<file path="src/rtl/rv2t_instruction_fetch.sv">
// RV2T fetch stage: single-outstanding word reads into a small buffer feeding decode.
// Define RV2T_FETCH_PREFETCH_EN for a BUF_DEPTH-entry prefetch FIFO; default is one holding entry.
module rv2t_instruction_fetch #(
  parameter int BUF_DEPTH   = 2,
  parameter int PC_BITWIDTH = 32,
  parameter int XLEN        = 32
) (
  input  logic                   clk,
  input  logic                   reset_n,
  input  logic                   fetch_init,
  input  logic [PC_BITWIDTH-1:0] start_addr,
  input  logic                   jump_request,
  input  logic [PC_BITWIDTH-1:0] jump_addr,
  output logic                   mem_read_req,
  output logic [PC_BITWIDTH-1:0] mem_read_addr,
  input  logic                   mem_read_ack,
  input  logic [XLEN-1:0]        mem_read_data,
  input  logic                   decode_ready,
  output logic                   enable_out,
  output logic [XLEN-3:0]        IR_out,
  output logic [PC_BITWIDTH-1:0] PC_out,
  output logic                   is_compressed_out,
  output logic                   exception_instr_addr_misaligned
);

`ifdef RV2T_FETCH_PREFETCH_EN
  localparam int DEPTH    = BUF_DEPTH;
  localparam bit PREFETCH = 1'b1;
`else
  localparam int DEPTH    = BUF_DEPTH / BUF_DEPTH;  // always 1
  localparam bit PREFETCH = 1'b0;
`endif
  localparam int MEM_D = (DEPTH < 2) ? 2 : DEPTH;
  localparam int PTR_W = $clog2(MEM_D);
  localparam int CNT_W = $clog2(DEPTH + 1);
  localparam logic [CNT_W-1:0] DEPTH_C = CNT_W'(DEPTH);
  localparam logic [PTR_W-1:0] LAST_P  = PTR_W'(DEPTH - 1);

  typedef enum logic [1:0] {IDLE, REQ, STALL} state_t;
  state_t state, state_n;

  logic [PC_BITWIDTH-1:0] fetch_pc, drop_addr, target;
  logic                   drop;
  logic [XLEN-3:0]        ir_mem [MEM_D];
  logic [PC_BITWIDTH-1:0] pc_mem [MEM_D];
  logic [PTR_W-1:0]       rd_ptr, wr_ptr;
  logic [CNT_W-1:0]       count, count_n;
  logic                   redirect, redirect_ok, issue, pending, push, pop;
  logic [XLEN-3:0]        ir_word;

  function automatic logic [PTR_W-1:0] nxt(input logic [PTR_W-1:0] p);
    return (p == LAST_P) ? '0 : p + 1'b1;
  endfunction

  assign pop         = enable_out & decode_ready;
  assign redirect    = fetch_init | jump_request;
  assign target      = fetch_init ? start_addr : jump_addr;
  assign redirect_ok = fetch_init | (jump_addr[1:0] == 2'b00);

  // A full prefetch buffer may re-request in the very cycle decode pops an entry.
  assign issue   = drop | (state == REQ) | (PREFETCH && (state == STALL) && pop && !redirect);
  assign pending = issue & ~mem_read_ack;
  assign push    = issue & mem_read_ack & ~drop & ~redirect;
  assign ir_word = (mem_read_data[1:0] == 2'b11) ? mem_read_data[XLEN-1:2] : '1;

  assign mem_read_req      = issue;
  assign mem_read_addr     = issue ? (drop ? drop_addr : fetch_pc) : '0;
  assign enable_out        = (count != '0);
  assign IR_out            = ir_mem[rd_ptr];
  assign PC_out            = pc_mem[rd_ptr];
  assign is_compressed_out = 1'b0;

  always_comb begin
    count_n = count;
    if (redirect)          count_n = '0;
    else if (push && !pop) count_n = count + 1'b1;
    else if (pop && !push) count_n = count - 1'b1;
  end

  always_ff @(posedge clk) begin
    if (!reset_n) state <= IDLE;
    else          state <= state_n;
  end

  // While a discarded read is still outstanding the state just holds its post-redirect target.
  always_comb begin
    state_n = state;
    if (redirect) state_n = redirect_ok ? REQ : IDLE;
    else if (!drop) begin
      case (state)
        REQ:     if (mem_read_ack) state_n = (count_n < DEPTH_C) ? REQ : STALL;
        STALL:   state_n = (count_n < DEPTH_C) ? REQ : STALL;
        default: state_n = state;
      endcase
    end
  end

  always_ff @(posedge clk) begin
    if (!reset_n) begin
      fetch_pc  <= '0;
      drop      <= 1'b0;
      drop_addr <= '0;
      rd_ptr    <= '0;
      wr_ptr    <= '0;
      count     <= '0;
      exception_instr_addr_misaligned <= 1'b0;
      for (int i = 0; i < MEM_D; i++) begin
        ir_mem[i] <= '0;
        pc_mem[i] <= '0;
      end
    end else begin
      count <= count_n;
      exception_instr_addr_misaligned <= redirect & ~redirect_ok;
      if (redirect) begin
        rd_ptr    <= '0;
        wr_ptr    <= '0;
        drop      <= pending;
        drop_addr <= mem_read_addr;
        if (redirect_ok) fetch_pc <= {target[PC_BITWIDTH-1:2], 2'b00};
      end else begin
        if (drop && mem_read_ack) drop <= 1'b0;
        if (push) begin
          ir_mem[wr_ptr] <= ir_word;
          pc_mem[wr_ptr] <= fetch_pc;
          wr_ptr         <= nxt(wr_ptr);
          fetch_pc       <= fetch_pc + PC_BITWIDTH'(4);
        end
        if (pop) rd_ptr <= nxt(rd_ptr);
      end
    end
  end

endmodule

</file>
<file path="config.mk">
export PLATFORM = sky130hd
export DESIGN_NAME = rv2t_instruction_fetch
export DESIGN_NICKNAME = d
export VERILOG_FILES = /design/src/rtl/rv2t_instruction_fetch.sv
export SDC_FILE = /design/constraint.sdc
export NUM_CORES = 1
export LEC_CHECK = 0
export ABC_AREA = 1
export CAP_MARGIN = 20
export CORE_MARGIN = 2
export CORE_UTILIZATION = 35
export DETAILED_ROUTE_END_ITERATION = 6
export HOLD_SLACK_MARGIN = 0.1
export SLEW_MARGIN = 20
export SYNTH_ARGS = -nofsm -noshare
export SYNTH_HDL_FRONTEND = slang
export SYNTH_SLANG_ARGS = --single-unit
</file>
<file path="constraint.sdc">
create_clock -name clk -period 4.5 [get_ports clk]
set_clock_uncertainty 0.2 [all_clocks]
set_input_delay 1.125 -clock clk [delete_from_list [all_inputs] [get_ports clk]]
set_output_delay 1.125 -clock clk [all_outputs]
set_load 0.005 [all_outputs]
</file>
Word-level counts from Yosys, hierarchy flattened. Memories as Yosys holds them, arrays and structs flattened. A register that Yosys moved wholly into a read port is not among the register bits. Cells that the tools add are included.

Bits in writable memories: 124. Input bits: 102. Bits in registers: 71. Word-level logic and storage cells: 85. Memories: 2. Output and inout bits: 98.

Memory list: pc_mem (words 2, width 32, rd ports 1, clocked after Yosys merged registers in 1, wr ports 2, RTL line 45) `logic [PC_BITWIDTH-1:0] pc_mem [MEM_D];`; ir_mem (words 2, width 30, rd ports 1, clocked after Yosys merged registers in 1, wr ports 2, RTL line 44) `logic [XLEN-3:0] ir_mem [MEM_D];`.

Add/subtract/negate cells: 5. $lt $le $gt $ge: 1. Mux-type cells: 35. Bitwise operators: 14. Eq/ne operators: 6. Reductions and logical operators: 14.

Operator list (number): $mux 32 (7); $mux 30 (2); $add 32x3->32 const B (1); $reduce_or 32->1 (1); $reduce_or 30->1 (1); $mux 1 (21); $mux 2 (4); $and 1x1->1 (6); $not 1->1 (5); $eq 2x2->1 const B (2); $ne 2x1->1 const B (2); $pmux 2 s2 (1); $reduce_bool 2->1 (2); $add 1x1->1 const B (3); $logic_and 1x1->1 (3); $ne 3x3->1 const B (1); $or 1x1->1 (3); $reduce_and 3->1 (1); $reduce_bool 3->1 (1); $eq 2x1->1 const B (1); $logic_not 1->1 (2); $logic_not 2->1 (1); $reduce_and 2->1 (1); $reduce_or 2->1 (1); 2 further kinds (2).

Longest topological paths before layout.
Depth after elaboration: 16. Depth in mapped cells: 10. Gate-level depth less buffers: 10.

Worst setup path after synthesis. Ideal clock, no wire load.

Path type: input to register. From: input fetch_init. To: memory ir_mem[0][0] in the netlist's numbering, enable pin. Setup slack: 966 ps. Required time: 3880 ps. Setup time: 420 ps. Arrival time: 2914 ps. Path buffers: 1. Stages: 6. Cells stage by stage: buf_6 > nor2_8 > nand2_2 > nor2_4 > inv_2 > nand2_1.

RTL lines: start: declaration (RTL line 10) `input logic fetch_init,`; end: declaration (RTL line 44).

Worst setup path after layout.
From: register drop. To: output mem_read_addr[28].

Longest elaborated chain between the ends: 2. Elaborated cells on any way between the ends: 3. Classes of those cells: 2 x mux; 1 x bitwise.

Ends and longest elaborated chain: start: declaration (RTL line 43) `logic drop;`; start signal: assignment (RTL line 117) `drop <= pending;`; $mux 32 or $or 1x1->1 (tied branches) (RTL line 67, 61); $mux 32 (*) (RTL line 67) `assign mem_read_addr = issue ? (drop ? drop_addr : fetch_pc) : '0;`; end: declaration (RTL line 15) `output logic [PC_BITWIDTH-1:0] mem_read_addr,`.

Mark *: on every way between the ends. The rest lies on a longest branch, timed or not.

==> flow_metrics.tcl <==
set metrics [dict create \
    synthesis.area_um2 6470 \
    fp-row-count 49 \
    layout_common_cells "nor2_1, clkdlybuf4s50_1, nand2_1" \
    vias 6306 \
    cp_slowest_cell "clkdlybuf4s50_1" \
    first_pass_iters 5 \
    hold_violations 0 \
    final_core_util_pct 51.1 \
    ir_drop_uv 233 \
    io_pins 200 \
    seq_area_frac_synth_pct 48.6 \
    cts.sinks 127 \
    numCtsBuffers 17 \
    grt_pass1_vias 5811 \
    wl_per_cell_um 14.6 \
    synth_top_cell_by_area "edfxtp_1" \
    drt-total-wl_mm 19.1 \
    final_layout_size_suffix_gt1_share_pct 4.62 \
    cp_slowest_stage_delay_ns 0.51 \
    post-route-min-period_ns 3.51 \
    layout_commonest_cell "nor2_1" \
    io_buffers 194 \
    p_leak_uw 0.00368 \
    min_period_over_period_pct 78.0 \
    synth.ff_latch_count 127 \
    grt_antenna_before_repair 0 \
    crit_family "buffers and inverters" \
    path_buf_inv 3 \
    syn2layout_area_growth_pct 42.2 \
    maxCapViolCount 0 \
    h-tree-depth 4 \
    finalSetupViolations 0 \
    slew_headroom_pct 33.4 \
    synth_edf_count 60 \
    first_iter_violations 466 \
    synth.top_cell.area_share_pct 27.8 \
    rsz0062_at_grt "false" \
    synth_area_per_cell_um2 7.22 \
    power_uw 3330 \
    vias_per_cell 4.81 \
    synth_warnings 0 \
    grt_pass1_wl_mm 30.3 \
    arrival_ns 2.19 \
    cts_resized 0 \
    slew_viol_final 0 \
    final_area_um2 9200 \
    critical_path.most_common_cell "nand2_1" \
    run_status "complete, no violations" \
    holdBufCountCts 0 \
    antenna_left 0 \
    dieArea_um2 19600 \
    die_h_um 140 \
    cts_root_buf "clkbuf_16" \
    ys_types 30 \
    crit_required_ns 3.17 \
    synthFlopType "dfxtp_1" \
    clkLatencyLatePin_ns 0.42 \
    crit_type "reg2out" \
    overflow 0 \
    gp_congestion 0.864 \
    cts_tree "built" \
    path_cells "buf_4 > nand2_1 > o21ai_0 > nand2_1 > inv_1 > clkdlybuf4s50_1" \
    start_util_pct 35.9 \
    drc_errors 0 \
    hp-class "reg2reg" \
    postPlaceCellArea_um2 8550 \
    grt_max_degree 58 \
    n_antenna_cell 0 \
    post_cts_buffers 0 \
    synthArstFlopShare_pct 0 \
    worstPathMaxFanout 57 \
    fin_nets 1172 \
    coreArea_um2 18000 \
    tightest_slew_ns 0.996 \
    cts.path.max_buffers 2 \
    grt_usage_pct 19.3 \
    max_freq_mhz 285 \
    syn_inst 896 \
    clkTransAtPathRegs_ns 0.06 \
    power.density_nw_per_um2 362 \
    ys_top_cells_by_area "edfxtp_1, dfxtp_1, nor2_1" \
    hpwlAfterDp_mm 13.8 \
    end_kind "primary output" \
    cp-start-kind "register" \
    finalSetupTns_ns 0 \
    dieWidth_um 140 \
]
[tightest hold or removal path, stage by stage (launching register included)]
cell     delay (ns)
dfxtp_1        0.31
nand2_1        0.05
nor2_1         0.04
[synthesized netlist by cell type (2+ instances only)]
library cell  instances
nand2_1             171
a31oi_1               9
nor2_1              219
buf_1                 6
edfxtp_1             60
buf_4                 3
clkbuf_1             34
o21ai_0              94
buf_2                 6
xor2_1                3
nor2_4                2
nand3_1              26
a21oi_1              81
inv_1                76
o21ai_1              20
buf_6                 5
nor3_1                2
dfxtp_1              67
[layout make-up]
class / count / area, µm²
fillers: 1810 / 8820
flip-flops and latches: 127 / 3140
multi-input cells: 640 / 2790
repair buffers: 206 / 2040
clock buffers: 18 / 429
inverters: 77 / 289
well taps: 229 / 287
clock inverters: 14 / 220
[worst paths after layout]
kind	startpoint	end	slack [ns]	cells after the start
setup / recovery	drop$_SDFFE_PN0P_	mem_read_addr[28]	0.99	6
hold / removal	drop_addr[0]$_SDFFE_PN0N_	drop_addr[0]$_SDFFE_PN0N_	0.23	2
setup reg to reg	fetch_pc[2]$_SDFFE_PN0P_	fetch_pc[16]$_SDFFE_PN0P_	2.46	8
hold reg to reg	drop_addr[0]$_SDFFE_PN0N_	drop_addr[0]$_SDFFE_PN0N_	0.23	2
[sequential cells by signal, indices dropped and copies added, names as in the netlist]
| signal | count |
|---|---|
| state | 2 |
| fetch_pc | 30 |
| drop | 1 |
| ir_mem | 30 |
| enable_out | 1 |
| exception_instr_addr_misaligned | 1 |
| pc_mem | 30 |
| drop_addr | 32 |
[layer usage]
layer,GRT usage (%),wire [µm],vias to the layer above,part of all wire (%)
met3,4.24,1250,13,6.5
met4,5.84,165,0,0.86
met5,0,0,-,0
li1,-,-,3245,-
met2,29.4,8560,221,45
met1,27.5,9150,2827,48
[kinds of logic after synthesis]
logic type,after synthesis,share of synthesized area [%]
AO/OA/AOI/OAI,207,16.4
XOR/XNOR,3,0.406
adder cells (fa/ha/maj),1,0.193
buffers and inverters,131,8.47
flip-flops,127,48.6
other,1,0.0579
AND/OR/NAND/NOR,426,25.9
[where the power goes]
group / internal (µW) / switching, µW / leakage [µW]
combinational: 229 / 251 / 0.00220
sequential: 1280 / 51.8 / 0.00118
clock: 1030 / 492 / 0.000310
total: 2540 / 794 / 0.00368
[through the flow]
step	hold WS, ns	worst slack [ns]	std cells
2_1_floorplan	0.215	0.966	898
3_3_place_gp	0.222	1.01	1279
3_5_place_dp	0.228	1.01	1279
4_1_cts	0.235	0.956	1311
5_1_grt	0.262	0.799	1311
6_report	0.234	0.989	1311
(Power assumes the default switching activity.)
==> variant, RTL diff (same flow settings) <==
Build with the macro `RV2T_FETCH_PREFETCH_EN` defined.
--- a/src/rtl/rv2t_instruction_fetch.sv
+++ b/src/rtl/rv2t_instruction_fetch.sv
@@ -1,4 +1,6 @@
 // RV2T fetch stage: single-outstanding word reads into a small buffer feeding decode.
 // Define RV2T_FETCH_PREFETCH_EN for a BUF_DEPTH-entry prefetch FIFO; default is one holding entry.
+`define RV2T_FETCH_PREFETCH_EN
+
 module rv2t_instruction_fetch #(
   parameter int BUF_DEPTH   = 2,
Function: changed (a bounded check fails within 4 cycles, from zero or initial values and one cycle with reset_n low).
==> variant against the original RTL <==
- cell count rose by 26%
- synthesized area rose by 47%
- cell area is 34% higher
- worst setup slack got worse by 0.78 ns
- register-to-register slack worse by 0.84 ns
- maximum frequency fell by 18%
- routed wire length rose by 34%
- synthesized cell count is 26% higher
- total power grew 19%
- sequential cell count grew 64
- critical endpoint is now mem_read_addr[11]
- largest power group is now registers
==> variant: results (changes against the original RTL) <==
Status
  • Status: finished clean

Layout
  • Signal inverters: 122 (+58%)
  • Share of layout cells above drive strength 1: 9.62% (+5.0 points)
  • Multi-input gates: 749 (+17%)
  • Non-clk bufs: 216 (+4.9%)
  • Fillers: 2659 (+47%)
  • Sequential share of cell area: 40.7% (+6.5 points)
  • Final net count: 1403 (+20%)
  • Layout clock area frac: 4.43% (-2.6 points)
  • Post-route non-filler standard cell count: 1651 (+26%)
  • Signal buffers share of area: 17.5% (-4.6 points)

Clock network
  • Clk slew on worst S/H paths: 0.08 ns (+0.02 ns)

GRT
  • Gr usage total: 17.9% (-1.4 points)
  • Global-route wire length before repair: 40.0 mm (+32%)
  • Met1 Track Usage GR: 24.5% (-3.1 points)

Placed design
  • Placer Congestion: 0.878 (+1.6%)
  • HPWL Detailed: 17.3 mm (+26%)
  • Dpl ws: 0.118 ns (-0.889 ns)
  • Placed Cells: 1619 (+27%)

Critical path
  • Critical path arrival: 2.96 ns (+0.77 ns)
  • Maximum net fanout on the critical path: 11 (-81%)
  • Start of the worst register-to-register path: count[0]

Route
  • Met3 routed WL: 1.66 mm (+33%)
  • M1 WL: 12.2 mm (+33%)
  • Vias: 8002 (+27%)

Synth
  • Multiplexer share of the synthesized area: 7.11% (+7.1 points)
  • Synth Area in Compound Gates: 13.6% (-2.7 points)
  • Cell variety after synth: 32 (+6.7%)
  • Sequential cell area fraction in the yosys report: 52.9% (+4.4 points)
  • Post-Synth XOR/XNOR Area: 0.0922% (-0.31 points)
  • Top FF cell, synth: edfxtp_1
  • Ranking of synthesized cells by area: edfxtp_1, dfxtp_1, nand2_1, mux2_2, nor2_1

Timing
  • Worst-Margin Slew: 0.725 ns (-0.271 ns)

Power and ir drop
  • Maximum vdd drop: 249 uV (+6.6%)
  • Leakage: 4.88 nW (+33%)

Floorplanning
  • Die Area: 0.0285 mm2 (+45%)
[variant: cell count changes in the layout (fill, tap and decap cells not counted), sizes merged, moves of 12 or more]
cell | unedited run | this run
edfxtp | 60 | 120
mux2 | 0 | 60
inv | 76 | 127
a21oi | 81 | 128
nor2 | 222 | 179
nand2 | 172 | 201
nand3 | 26 | 38
[variant: where the power goes]
group / switching (mW) / internal [mW] / leakage, nW
logic: 0.286 / 0.253 / 2.78
registers: 0.0497 / 1.94 / 1.82
clock network: 0.676 / 0.762 / 0.278
total: 1.01 / 2.95 / 4.88
[variant: final timing paths]
check / slack, ns / end / depth (start not counted)
setup / recovery: 0.21 / mem_read_addr[11] / 8
setup reg to reg: 1.62 / fetch_pc[30] / 11
hold reg to reg: 0.24 / drop_addr[0] / 2
hold / removal: 0.24 / drop_addr[0] / 2
[variant: critical path: cells and delay by family]
family / cells / cell delay, ns
simple gates: 4 / 0.59
buf+inv: 4 / 1.26
